==> config.mk <==
export PLATFORM = sky130hd
export DESIGN_NAME = speed_pwm_ramp
export DESIGN_NICKNAME = d
export VERILOG_FILES = /design/src/rtl/speed_pwm_ramp.sv
export SDC_FILE = /design/constraint.sdc
export NUM_CORES = 1
export LEC_CHECK = 0
export ABC_CLOCK_PERIOD_IN_PS = 3900
export CORE_ASPECT_RATIO = 2
export CORE_UTILIZATION = 45
export CTS_BUF_LIST = sky130_fd_sc_hd__clkbuf_8 sky130_fd_sc_hd__clkbuf_16
export CTS_CLUSTER_SIZE = 20
export DETAILED_ROUTE_END_ITERATION = 10
export GPL_ROUTABILITY_DRIVEN = 0
export HOLD_SLACK_MARGIN = 0.12
export PLACE_DENSITY = 0.64
export REMOVE_ABC_BUFFERS = 1
export SYNTH_ARGS = -nofsm -noshare
export SYNTH_HDL_FRONTEND = slang
export SYNTH_SLANG_ARGS = --single-unit
==> constraint.sdc <==
create_clock -name clk -period 3.9 [get_ports clk]
set_clock_uncertainty 0.15 [all_clocks]
set_input_delay 0.585 -clock clk [delete_from_list [all_inputs] [get_ports clk]]
set_output_delay 0.585 -clock clk [all_outputs]
set_load 0.01 [all_outputs]
==> src/rtl/speed_pwm_ramp.sv <==
// Motor speed controller: debounces a 2-bit speed code, maps it to a target duty,
// ramps the applied duty toward it in timed steps and drives a glitch-free PWM.
//
// state     | meaning
// ----------+------------------------------------------------------------
// IDLE      | duty is 0 and no non-zero target is pending
// RAMP_UP   | stepping duty up toward target_duty on each ramp tick
// RAMP_DOWN | stepping duty down toward target_duty on each ramp tick
// HOLD      | duty has reached a non-zero target_duty and is held there
module speed_pwm_ramp #(
    parameter int PWM_BITS      = 8,
    parameter int STABLE_CYCLES = 500000,
    parameter int RAMP_DIV      = 50000,
    parameter int STEP          = 5,
    parameter int DUTY0         = 0,
    parameter int DUTY1         = 85,
    parameter int DUTY2         = 170,
    parameter int DUTY3         = 255
) (
    input  logic                clk,
    input  logic                reset,
    input  logic [1:0]          speed_in,
    input  logic                enable,
    input  logic                estop,
    output logic                pwm_out,
    output logic [PWM_BITS-1:0] duty,
    output logic [PWM_BITS-1:0] target_duty,
    output logic                at_target,
    output logic [1:0]          fsm_state
);

    localparam int STAB_W = (STABLE_CYCLES > 1) ? $clog2(STABLE_CYCLES + 1) : 1;
    localparam int RAMP_W = (RAMP_DIV > 1) ? $clog2(RAMP_DIV + 1) : 1;

    localparam logic [STAB_W-1:0]   STAB_LAST = STAB_W'(STABLE_CYCLES - 1);
    localparam logic [RAMP_W-1:0]   RAMP_LAST = RAMP_W'(RAMP_DIV - 1);
    localparam logic [PWM_BITS-1:0] PWM_LAST  = {{(PWM_BITS-1){1'b1}}, 1'b0};
    localparam logic [PWM_BITS:0]   STEP_EXT  = (PWM_BITS + 1)'(STEP);
    localparam logic [PWM_BITS-1:0] STEP_N    = PWM_BITS'(STEP);

    typedef enum logic [1:0] {
        S_IDLE      = 2'd0,
        S_RAMP_UP   = 2'd1,
        S_RAMP_DOWN = 2'd2,
        S_HOLD      = 2'd3
    } state_t;

    state_t              state;
    logic [1:0]          candidate;
    logic [1:0]          committed;
    logic [STAB_W-1:0]   stab_cnt;
    logic [RAMP_W-1:0]   ramp_cnt;
    logic                tick;
    logic [PWM_BITS-1:0] mapped_duty;
    logic [PWM_BITS-1:0] duty_up;
    logic [PWM_BITS-1:0] duty_dn;
    logic [PWM_BITS:0]   duty_ext;
    logic [PWM_BITS:0]   tgt_ext;
    logic [PWM_BITS:0]   up_sum;
    logic [PWM_BITS-1:0] pwm_cnt;
    logic [PWM_BITS-1:0] pwm_duty;

    // Speed code must hold unchanged for STABLE_CYCLES before it is committed.
    always_ff @(posedge clk) begin
        if (!reset) begin
            candidate <= '0;
            stab_cnt  <= '0;
            committed <= '0;
        end else if (speed_in != candidate) begin
            candidate <= speed_in;
            stab_cnt  <= '0;
        end else if (stab_cnt == STAB_LAST) begin
            committed <= candidate;
        end else begin
            stab_cnt <= stab_cnt + STAB_W'(1);
        end
    end

    always_comb begin
        mapped_duty = '0;
        case (committed)
            2'd0:    mapped_duty = PWM_BITS'(DUTY0);
            2'd1:    mapped_duty = PWM_BITS'(DUTY1);
            2'd2:    mapped_duty = PWM_BITS'(DUTY2);
            default: mapped_duty = PWM_BITS'(DUTY3);
        endcase
    end

    always_ff @(posedge clk) begin
        if (!reset)
            target_duty <= '0;
        else if (enable && !estop)
            target_duty <= mapped_duty;
        else
            target_duty <= '0;
    end

    // Free-running ramp timer; tick fires at terminal count and reloads.
    assign tick = (ramp_cnt == '0);

    always_ff @(posedge clk) begin
        if (!reset)
            ramp_cnt <= '0;
        else if (tick)
            ramp_cnt <= RAMP_LAST;
        else
            ramp_cnt <= ramp_cnt - RAMP_W'(1);
    end

    // One extra bit keeps the step arithmetic from wrapping past either rail.
    always_comb begin
        duty_ext = {1'b0, duty};
        tgt_ext  = {1'b0, target_duty};
        up_sum   = duty_ext + STEP_EXT;
        duty_up  = (up_sum >= tgt_ext) ? target_duty : up_sum[PWM_BITS-1:0];
        duty_dn  = (duty_ext <= tgt_ext + STEP_EXT) ? target_duty : (duty - STEP_N);
    end

    always_ff @(posedge clk) begin
        if (!reset) begin
            state <= S_IDLE;
            duty  <= '0;
        end else if (estop) begin
            state <= S_IDLE;
            duty  <= '0;
        end else if (duty == '0 && target_duty == '0) begin
            state <= S_IDLE;
        end else begin
            case (state)
                S_IDLE: begin
                    if (target_duty != '0)
                        state <= S_RAMP_UP;
                end
                S_RAMP_UP: begin
                    if (target_duty < duty)
                        state <= S_RAMP_DOWN;
                    else if (target_duty == duty)
                        state <= S_HOLD;
                    else if (tick)
                        duty <= duty_up;
                end
                S_RAMP_DOWN: begin
                    if (target_duty > duty)
                        state <= S_RAMP_UP;
                    else if (target_duty == duty)
                        state <= S_HOLD;
                    else if (tick)
                        duty <= duty_dn;
                end
                S_HOLD: begin
                    if (target_duty < duty)
                        state <= S_RAMP_DOWN;
                    else if (target_duty > duty)
                        state <= S_RAMP_UP;
                end
                default: state <= S_IDLE;
            endcase
        end
    end

    assign fsm_state = state;
    assign at_target = (state == S_HOLD) && (duty == target_duty);

    // Compare duty is reloaded only as the counter wraps, so a period never mixes two duties.
    always_ff @(posedge clk) begin
        if (!reset) begin
            pwm_cnt  <= '0;
            pwm_duty <= '0;
            pwm_out  <= 1'b0;
        end else begin
            pwm_cnt <= (pwm_cnt == PWM_LAST) ? '0 : pwm_cnt + PWM_BITS'(1);
            if (estop) begin
                pwm_duty <= '0;
                pwm_out  <= 1'b0;
            end else begin
                if (pwm_cnt == PWM_LAST)
                    pwm_duty <= duty;
                pwm_out <= (pwm_cnt < pwm_duty);
            end
        end
    end

endmodule

==> out/metrics.cfg <==
[outcome]
status=finished, violations left
failed_checks=DRC

[sta]
rsz0062_at_grt=no
setup_ws_ps=253
hold_viol_final=0
slew_viol_final=0
max_freq_mhz=274
fin_setup_tns_ps=0
hold_ws_ps=332
setup_violations=0
period_share_pct=93.5
max-slew-margin-rel_pct=37.0
tightest_slew_ps=936
period_needed_ps=3650

[routing]
drt-initial-drc-count=128
wirelength_um=9590
route.detailed.drc=11
vias_per_cell=5.60
vias=3475
wire_per_inst_um=15.4
drt_first_pass_iters=7
drt.antenna.violating_nets=0

[clock_network]
cts_hold_buf=0
cts-root-buf=clkbuf_16
post_cts_resized=0
path_clk_slew_ps=60
clk_latency_ps=330
cts_buffer_depth=2
clock_sinks=68
cts-buffers-inserted=9
htree_levels=3
cts_tree=yes
cts_setup_buffers=0

[worst_setup_path]
r2r_slack_ps=250
worstReg2RegEnd=duty[7]$_SDFFE_PP0P_
path_class=register to register
critPathCaptureType=register
worstPathRequired_ps=3940
worstRegToRegCells=12
crit_fanout=8
cp.arrival_ps=3690
crit_start=duty[0]$_SDFFE_PP0P_
start_kind=register
rr_startpoint=duty[0]$_SDFFE_PP0P_

[layout]
design_area_um2=4950
nets=568
fillCellCount=865
multi_input_area_um2=2650
mostFrequentLayoutCells=68 x dfxtp_1, 56 x nor2_1, 48 x ha_1
regArea_um2=1360
post_layout_nonfiller_instances=621
post-route-util_pct=54.5
area_delta_synth_final_pct=17.2
drive_gt1_share_pct=7.90
diodes=0
mostFrequentLayoutCell=dfxtp_1

[run]
maxCapViolations=0

[grt]
antenna_found_initial=0
grt_pass1_vias=3492
grt_max_degree=20
gr-usage-all-layers_pct=21.2
grt.overflow.total=0
grt_pass1_wl_um=16200

[floorplanning]
fp.dieH_um=139
core_um2=9070
initial_core_util_pct=46.5
rows=49
die_area_um2=9790
dieWidth_um=70.5
ios=26

[min_path]
min_from=stab_cnt[17]$_SDFFE_PP0N_
hold_end=stab_cnt[17]$_SDFFE_PP0N_
worst_hold_path_type=register to register
whs_path_depth=2

[logic_synthesis]
synthTopCellsByArea=dfxtp_1 32%, ha_1 14%, nor2_1 5.0%
synthXorXnorAreaFrac_pct=8.51
synth-edff-count=0
netlist_area_um2=4220
yosys.cell_types.count=57
syn_inst=485
synth-seq-area-share_pct=32.3
yosysWarnings=0
syn_avg_cell_area_um2=8.70
yosys.area.top_type=dfxtp_1
ys_ff_latch=68
synth-compound-area-share_pct=14.7
synthMuxAreaShare_pct=2.61
synthAdderAreaFrac_pct=14.2
synth_flop_cell=dfxtp_1
synth-simple-area-share_pct=22.7
synth_top_family_by_area=simple AND/OR/NAND/NOR gates
synth_top_area_share_pct=32.3
synth-async-reset-ratio_pct=0

[place]
dpl.cell_count=605
preCtsSetupSlack_ps=302
port_buffers=25
dpl.hpwl_um=7450
place_area_um2=4580

[power]
power_density_nw_per_um2=441
ir_drop_v=0.000371
total_power_mw=2.18
leakage_nw=1.92

==> kinds of logic after synthesis <==
kind of cell	after synthesis
multiplexers	11
flip-flops	68
buffers and inverters	48
XOR/XNOR	41
AND/OR/NAND/NOR	183
adder cells (fa/ha/maj)	48
AO/OA/AOI/OAI	86
==> per-layer routing <==
metal	vias to the layer above	GRT usage [%]	part of all wire [%]
met4	0	13.6	5.7
met5	-	0	0
met2	61	41.0	55
li1	1760	-	-
met3	28	3.71	2.4
met1	1626	19.6	37
==> registers in the layout, indices dropped and copies added, names as in the netlist <==
name         cells
duty             8
target_duty      2
pwm_cnt          8
stab_cnt        19
fsm_state        2
candidate        2
ramp_cnt        16
pwm_out          1
committed        2
pwm_duty         8
==> critical path: stages (launching register included) <==
cell,delay [ps]
dfxtp_1,480
ha_1,230
or2_1,160
nand4_1,130
xnor2_1,250
ha_1,290
o21a_1,110
o21ai_0,200
o221ai_1,200
o31ai_1,740
nor2_1,150
a211oi_1,310
a211oi_2,100
==> worst max path at each step <==
stage / endpoint / slack [ps] / depth (start not counted)
after detailed placement: duty[7]$_SDFFE_PP0P_ / 300 / 12
final: duty[7]$_SDFFE_PP0P_ / 250 / 12
after floorplan: duty[5]$_SDFFE_PP0P_ / 700 / 11
after global routing: duty[5]$_SDFFE_PP0P_ / 5 / 12
after global placement: duty[7]$_SDFFE_PP0P_ / 460 / 12
after CTS: duty[7]$_SDFFE_PP0P_ / 290 / 12
==> power by group <==
| group | internal, mW | switching, mW |
|---|---|---|
| sequential | 0.768 | 0.0844 |
| combinational | 0.173 | 0.174 |
| clock | 0.687 | 0.296 |
| total | 1.63 | 0.554 |
==> Yosys cell counts (2+ instances only) <==
cell type  number
and3_1         10
and2_1          7
o211a_1         2
xnor2_1        21
a211oi_1        7
o21a_1          3
nand3_1        20
nand2_1        30
dfxtp_1        68
clkbuf_1       10
o21ai_1         2
a21oi_1        18
nand4_1         4
nand4b_1        2
nor2b_1         7
o21ai_0        16
xor2_1         20
a21boi_0        6
or2_2           4
or3_1           7
ha_1           48
nand2b_1        7
a2111o_1        2
nor4_1          6
o2111ai_1       3
o211ai_1        8
mux2i_1        11
inv_1          30
buf_4           6
a21o_1          4
a211oi_2        2
nor3_1         10
and4_1          2
nor2_1         56
o31ai_1         3
nor4b_1         2
==> final cells by class <==
type	instances	share of cell area, %
Tap cell	102	2.58
Sequential cell	68	27.5
Timing Repair Buffer	36	6.73
Multi-Input combinational cell	369	53.5
Clock inverter	7	2.81
Clock buffer	9	4.55
Inverter	30	2.28
(Power assumes the default switching activity.)
